--- src/rtl/uart_receiver.sv ---
// uart_receiver
// Deserializes an 8N1, LSB-first asynchronous serial line into bytes and
// presents them through a single-entry holding register.
//
// Ports
//   clk            system clock, all state changes on the rising edge
//   rst            synchronous active-high reset; abandons any partial frame
//   uart_rx        asynchronous serial input, idle high
//   rx_data[7:0]   received byte, stable while rx_valid is high
//   rx_valid       holding register contains a byte
//   rx_ready       consumer accepts the byte
//   framing_error  one-cycle pulse: stop bit sampled low, byte discarded
//   overrun        one-cycle pulse: good byte dropped, holding register busy
//   fsm_state[2:0] current receive state (IDLE=0 START=1 DATA=2 STOP=3 WAIT_HIGH=4)
//
// Handshake: a byte transfers on every rising edge where rx_valid && rx_ready.
// Once rx_valid is high, rx_data does not change until that transfer happens.
// The producer side (this block) never waits on rx_ready; it drops new bytes
// instead, and it reports each dropped byte on overrun.

module uart_receiver #(
  parameter int unsigned CLK_HZ     = 12_000_000,
  parameter int unsigned BAUDRATE   = 115200,
  parameter int unsigned SYNC_DEPTH = 3
) (
  input  logic       clk,
  input  logic       rst,
  input  logic       uart_rx,
  output logic [7:0] rx_data,
  output logic       rx_valid,
  input  logic       rx_ready,
  output logic       framing_error,
  output logic       overrun,
  output logic [2:0] fsm_state
);

  localparam int unsigned CLKS_PER_BIT = CLK_HZ / BAUDRATE;
  localparam int unsigned HALF_BIT     = CLKS_PER_BIT / 2;
  localparam int unsigned CNT_W        = $clog2(CLKS_PER_BIT);

  typedef enum logic [2:0] {
    IDLE      = 3'd0,
    START     = 3'd1,
    DATA      = 3'd2,
    STOP      = 3'd3,
    WAIT_HIGH = 3'd4
  } state_t;

  state_t                state, state_next;
  logic [SYNC_DEPTH-1:0] sync;
  logic                  rx_s;
  logic [CNT_W-1:0]      bit_cnt;
  logic [2:0]            bit_idx;
  logic [7:0]            shift;

  // Per-cycle strobes decoded by the FSM.
  logic cnt_clr;
  logic shift_en;
  logic stop_good;
  logic stop_bad;
  logic hold_free;

  assign rx_s      = sync[SYNC_DEPTH-1];
  assign fsm_state = state;

  // The holding register may be reloaded in the same cycle it is drained.
  assign hold_free = !rx_valid || rx_ready;

  wire last_half = (bit_cnt == CNT_W'(HALF_BIT - 1));
  wire last_bit  = (bit_cnt == CNT_W'(CLKS_PER_BIT - 1));

  always_comb begin
    state_next = state;
    cnt_clr    = 1'b0;
    shift_en   = 1'b0;
    stop_good  = 1'b0;
    stop_bad   = 1'b0;
    case (state)
      IDLE: begin
        cnt_clr = 1'b1;
        if (!rx_s) state_next = START;
      end
      START: begin
        if (last_half) begin
          cnt_clr = 1'b1;
          // A line that is high again at mid-start-bit was only a glitch.
          state_next = rx_s ? IDLE : DATA;
        end
      end
      DATA: begin
        if (last_bit) begin
          cnt_clr  = 1'b1;
          shift_en = 1'b1;
          if (bit_idx == 3'd7) state_next = STOP;
        end
      end
      STOP: begin
        if (last_bit) begin
          cnt_clr = 1'b1;
          if (rx_s) begin
            stop_good  = 1'b1;
            // Returning to IDLE at mid-stop-bit leaves half a bit of margin
            // to catch the next start edge of a back-to-back frame.
            state_next = IDLE;
          end else begin
            stop_bad   = 1'b1;
            state_next = WAIT_HIGH;
          end
        end
      end
      WAIT_HIGH: begin
        // A held-low break must not be decoded as a stream of 0x00 frames.
        cnt_clr = 1'b1;
        if (rx_s) state_next = IDLE;
      end
      default: begin
        cnt_clr    = 1'b1;
        state_next = IDLE;
      end
    endcase
  end

  always_ff @(posedge clk) begin
    if (rst) begin
      state         <= IDLE;
      sync          <= '1;
      bit_cnt       <= '0;
      bit_idx       <= '0;
      shift         <= '0;
      rx_data       <= '0;
      rx_valid      <= 1'b0;
      framing_error <= 1'b0;
      overrun       <= 1'b0;
    end else begin
      state   <= state_next;
      sync    <= {sync[SYNC_DEPTH-2:0], uart_rx};
      bit_cnt <= cnt_clr ? '0 : bit_cnt + 1'b1;

      if (state == IDLE) begin
        bit_idx <= '0;
      end else if (shift_en) begin
        // Shifting right places the first (LSB) bit in bit 0 after 8 shifts.
        shift   <= {rx_s, shift[7:1]};
        bit_idx <= bit_idx + 1'b1;
      end

      framing_error <= stop_bad;
      overrun       <= stop_good && !hold_free;

      if (stop_good && hold_free) begin
        rx_data  <= shift;
        rx_valid <= 1'b1;
      end else if (rx_valid && rx_ready) begin
        rx_valid <= 1'b0;
      end
    end
  end

endmodule

--- config.mk ---
export PLATFORM = sky130hd
export DESIGN_NAME = uart_receiver
export DESIGN_NICKNAME = d
export VERILOG_FILES = /design/src/rtl/uart_receiver.sv
export SDC_FILE = /design/constraint.sdc
export NUM_CORES = 1
export LEC_CHECK = 0
export CORE_AREA = 2 2 61 69
export DETAILED_ROUTE_END_ITERATION = 7
export DIE_AREA = 0 0 63 71
export PLACE_DENSITY = 0.64
export SYNTH_ARGS = -nofsm -noshare
export SYNTH_HDL_FRONTEND = slang
export SYNTH_SLANG_ARGS = --single-unit
--- constraint.sdc ---
create_clock -name clk -period 2.2 [get_ports clk]
set_input_delay 0.66 -clock clk [delete_from_list [all_inputs] [get_ports clk]]
set_output_delay 0.66 -clock clk [all_outputs]
set_load 0.005 [all_outputs]
==> reports/metrics.json <==
{
  "timing": {
    "report.final.slew_viol_count": 0,
    "slew_at_the_pin_closest_to_its_max_slew_limit_ns": 0.5301,
    "timing.max_slew.rel_slack_pct": 64.16,
    "layout_min_cycle_time_ns": 2.068,
    "fin_tns_setup_ns": 0,
    "report.final.setup_viol": 0,
    "timing.fmax_mhz": 483.6,
    "rsz0062_at_grt": "false",
    "hold_viol": 0,
    "fin_worst_skew_ns": 0.004113,
    "min_period_over_period_pct": 94.00
  },
  "critical_path": {
    "worst_r2r_startpoint": "bit_cnt[0]",
    "worst_r2r_endpoint": "bit_cnt[5]",
    "path_delay_family": "buffers and inverters",
    "cp_num_cells": 1,
    "critical_path.startpoint_type": "flop",
    "critical_path.n_buffers_inverters": 1,
    "worstPathMaxFanout": 13,
    "arrival_worst_endpoint_ns": 1.41,
    "worstSetupPathType": "flop to output port",
    "slowest_delay_ns": 0.59,
    "reg2reg_setup_slack_ns": 0.29,
    "cpMaxStageDelayCell": "sky130_fd_sc_hd__clkdlybuf4s50_1",
    "crit_start": "fsm_state[0]",
    "worst_setup_path_end_kind": "output port",
    "critical_path_required_ns": 1.54,
    "worstSetupEndpoint": "fsm_state[0]",
    "cp_cell_sequence": "clkdlybuf4s50_1",
    "worst_r2r_path_depth": 5
  },
  "run": {
    "drv_cap": 0
  },
  "global_route": {
    "grtUsageTotal_pct": 12.27,
    "grt_antenna_before_repair": 0,
    "grt_pass1_wl_um": 4229,
    "largest_net_degree_at_the_start_of_global_routing": 24,
    "overflow": 0,
    "vias_in_the_first_global_route": 986
  },
  "place": {
    "post_placement_cell_area_um2": 1672,
    "dpl.hpwl_um": 1837,
    "place_congestion": 0.6899,
    "buffers_added_on_ports": 17,
    "post-place-cells": 204
  },
  "synth": {
    "postSynthRegisterBits": 35,
    "yosys.cell_types.count": 32,
    "synth_top_area_share_pct": 48.40,
    "ys.warnings.count": 0,
    "synth_sequential_area_ratio_pct": 48.40,
    "postSynthCellCount": 138,
    "synth_area_per_cell_um2": 10.49,
    "synth.cell_area_um2": 1448,
    "synth_area_leaders": "sky130_fd_sc_hd__dfxtp_1 (48%), sky130_fd_sc_hd__mux2i_1 (12%), sky130_fd_sc_hd__nand2b_1 (7.8%), sky130_fd_sc_hd__nor2_1 (3.4%), sky130_fd_sc_hd__ha_1 (2.6%)",
    "synth_flop_type": "sky130_fd_sc_hd__dfxtp_1",
    "synth_fp_nets": 145,
    "synth_edf_count": 0,
    "synth-async-reset-ratio_pct": 0,
    "yosys.area.top_type": "sky130_fd_sc_hd__dfxtp_1"
  },
  "detailed_routing": {
    "met3RoutedLength_um": 109,
    "maxUsedRoutingLayer": "met4",
    "routed-wl-met2_um": 1234,
    "post_drt_via_cell_ratio": 4.684,
    "first_pass_iters": 4,
    "first_iter_violations": 19,
    "detail-route-antenna-nets": 0,
    "finalWirelength_um": 2408,
    "drc_errors": 0,
    "via_count": 993,
    "met1Wirelength_um": 1037,
    "wl_per_cell_um": 11.36
  },
  "finish": {
    "layout.filler_cells": 379,
    "share_of_final_layout_standard_cells_stronger_than_drive_strength_1_pct": 10.63,
    "final_nets": 166,
    "layoutNonFillerInstCount": 212,
    "n_diodes": 0,
    "final_design_area_no_fill_um2": 1753,
    "syn2layout_area_growth_pct": 21.09
  },
  "clock_network": {
    "clock_network_latency_to_the_later_pin_of_the_worst_skew_pair_ns": 0.28,
    "post_cts_resized": 0,
    "cts_made_buffers": 5,
    "cts.hold.buffers_added": 0,
    "clkTransAtPathRegs_ns": 0.06,
    "number_of_sinks_driven_by_the_clock_tree": 35,
    "tritoncts": "yes",
    "post-cts-setup-buffers": 0,
    "cts.htree.levels": 2,
    "cts_max_path_buffers": 2,
    "cts_root_buffer": "sky130_fd_sc_hd__clkbuf_8"
  },
  "power": {
    "power.density_nw_per_um2": 623.3,
    "vdd_ir_drop_max_v": 0.0003657,
    "overall_power_after_layout_mw": 1.093,
    "p_leak_nw": 0.6649
  },
  "floorplanning": {
    "floorplan.rows": 24,
    "die_area_um2": 4473,
    "floorplan.core_area_um2": 3814,
    "io-pin-count": 18,
    "initial_utilization_pct": 37.96,
    "vert_die_dim_um": 71,
    "die_w_um": 63
  },
  "hold_path": {
    "timing.hold.worst.class": "flop to flop"
  },
  "status": {
    "status": "finished, final reports clean"
  }
}
state kept, by name (all words and copies together) (netlist names):
| register | cells |
|---|---|
| bit_cnt | 7 |
| bit_idx | 3 |
| framing_error | 1 |
| fsm_state | 3 |
| overrun | 1 |
| rx_data | 8 |
| rx_valid | 1 |
| shift | 8 |
| sync | 3 |
synth_stat cells (2+ instances only):
library cell / n
sky130_fd_sc_hd__nand2b_1: 18
sky130_fd_sc_hd__nor3_1: 4
sky130_fd_sc_hd__xor2_1: 2
sky130_fd_sc_hd__nor2b_1: 3
sky130_fd_sc_hd__xnor2_1: 4
sky130_fd_sc_hd__or2_2: 4
sky130_fd_sc_hd__ha_1: 3
sky130_fd_sc_hd__nor2_1: 13
sky130_fd_sc_hd__clkbuf_1: 4
sky130_fd_sc_hd__nand2_1: 7
sky130_fd_sc_hd__mux2i_1: 17
sky130_fd_sc_hd__nand3_1: 4
sky130_fd_sc_hd__dfxtp_1: 35
sky130_fd_sc_hd__o21ai_0: 2
how the worst min path moves through the flow:
stage	from	to	cells after the start
final	sync[1]	sync[2]	1
after global routing	sync[0]	sync[1]	1
after CTS	sync[1]	sync[2]	1
after detailed placement	sync[0]	sync[1]	1
after global placement	sync[1]	sync[2]	1
after floorplan	sync[0]	sync[1]	1
report_power, final:
| part | internal, mW | switching, mW | total (mW) |
|---|---|---|---|
| Sequential | 0.637 | 0.00387 | 0.641 |
| Clock | 0.222 | 0.205 | 0.427 |
| Combinational | 0.0158 | 0.00909 | 0.0249 |
cell usage in the layout (no fill, tap or decap), drive strengths merged, types with 2 or more instances in the layout:
master / instances
dfxtp: 35
nand2b: 18
mux2i: 17
clkdlybuf4s50: 17
nor2: 14
nand2: 7
clkbuf: 7
nor3: 4
or2: 4
xnor2: 4
nand3: 4
nor2b: 3
ha: 3
o21ai: 3
xor2: 2
buf: 2
nand3b: 2
nor4b: 2
nand4: 2
layout make-up:
type                       count  area (um^2)  share of cell area (%)
multi-input combinational     97        716.9                   40.90
clock inverter                 1        5.005                  0.2855
inverter                       1        3.754                  0.2141
tap                           52        65.06                   3.712
sequential                    35        700.7                   39.97
timing repair buffer          19        185.2                   10.56
clock buffer                   7        76.32                   4.354
layer usage:
metal	vias up	GRT usage, %
met3	4	5.246
met4	0	5.926
met2	16	21.39
met5	-	0
met1	463	12.61
li1	510	-
cells by family (layout without fill, tap and decap cells):
family	after synthesis	after routing	share of synthesized area [%]
and+or+nand+nor	63	63	28.00
DFF	35	35	48.40
adders and majority gates	3	3	2.593
AOI/OAI and AO/OA	8	8	3.544
xor gates and xnor gates	6	6	3.630
buffers and inverters	6	28	2.074
muxes	17	17	11.75
stage by stage:
stage | hold WS (ns) | setup WS (ns) | utilization (%)
floorplan | 0.3895 | 0.5798 | -
global placement | 0.3937 | 0.2516 | 43.83
detailed placement | 0.4017 | 0.2240 | 43.83
CTS | 0.4213 | 0.1140 | 45.96
global route | 0.4255 | 0.02413 | 45.96
finish | 0.4119 | 0.1320 | 45.96
(Power assumes the default switching activity.)
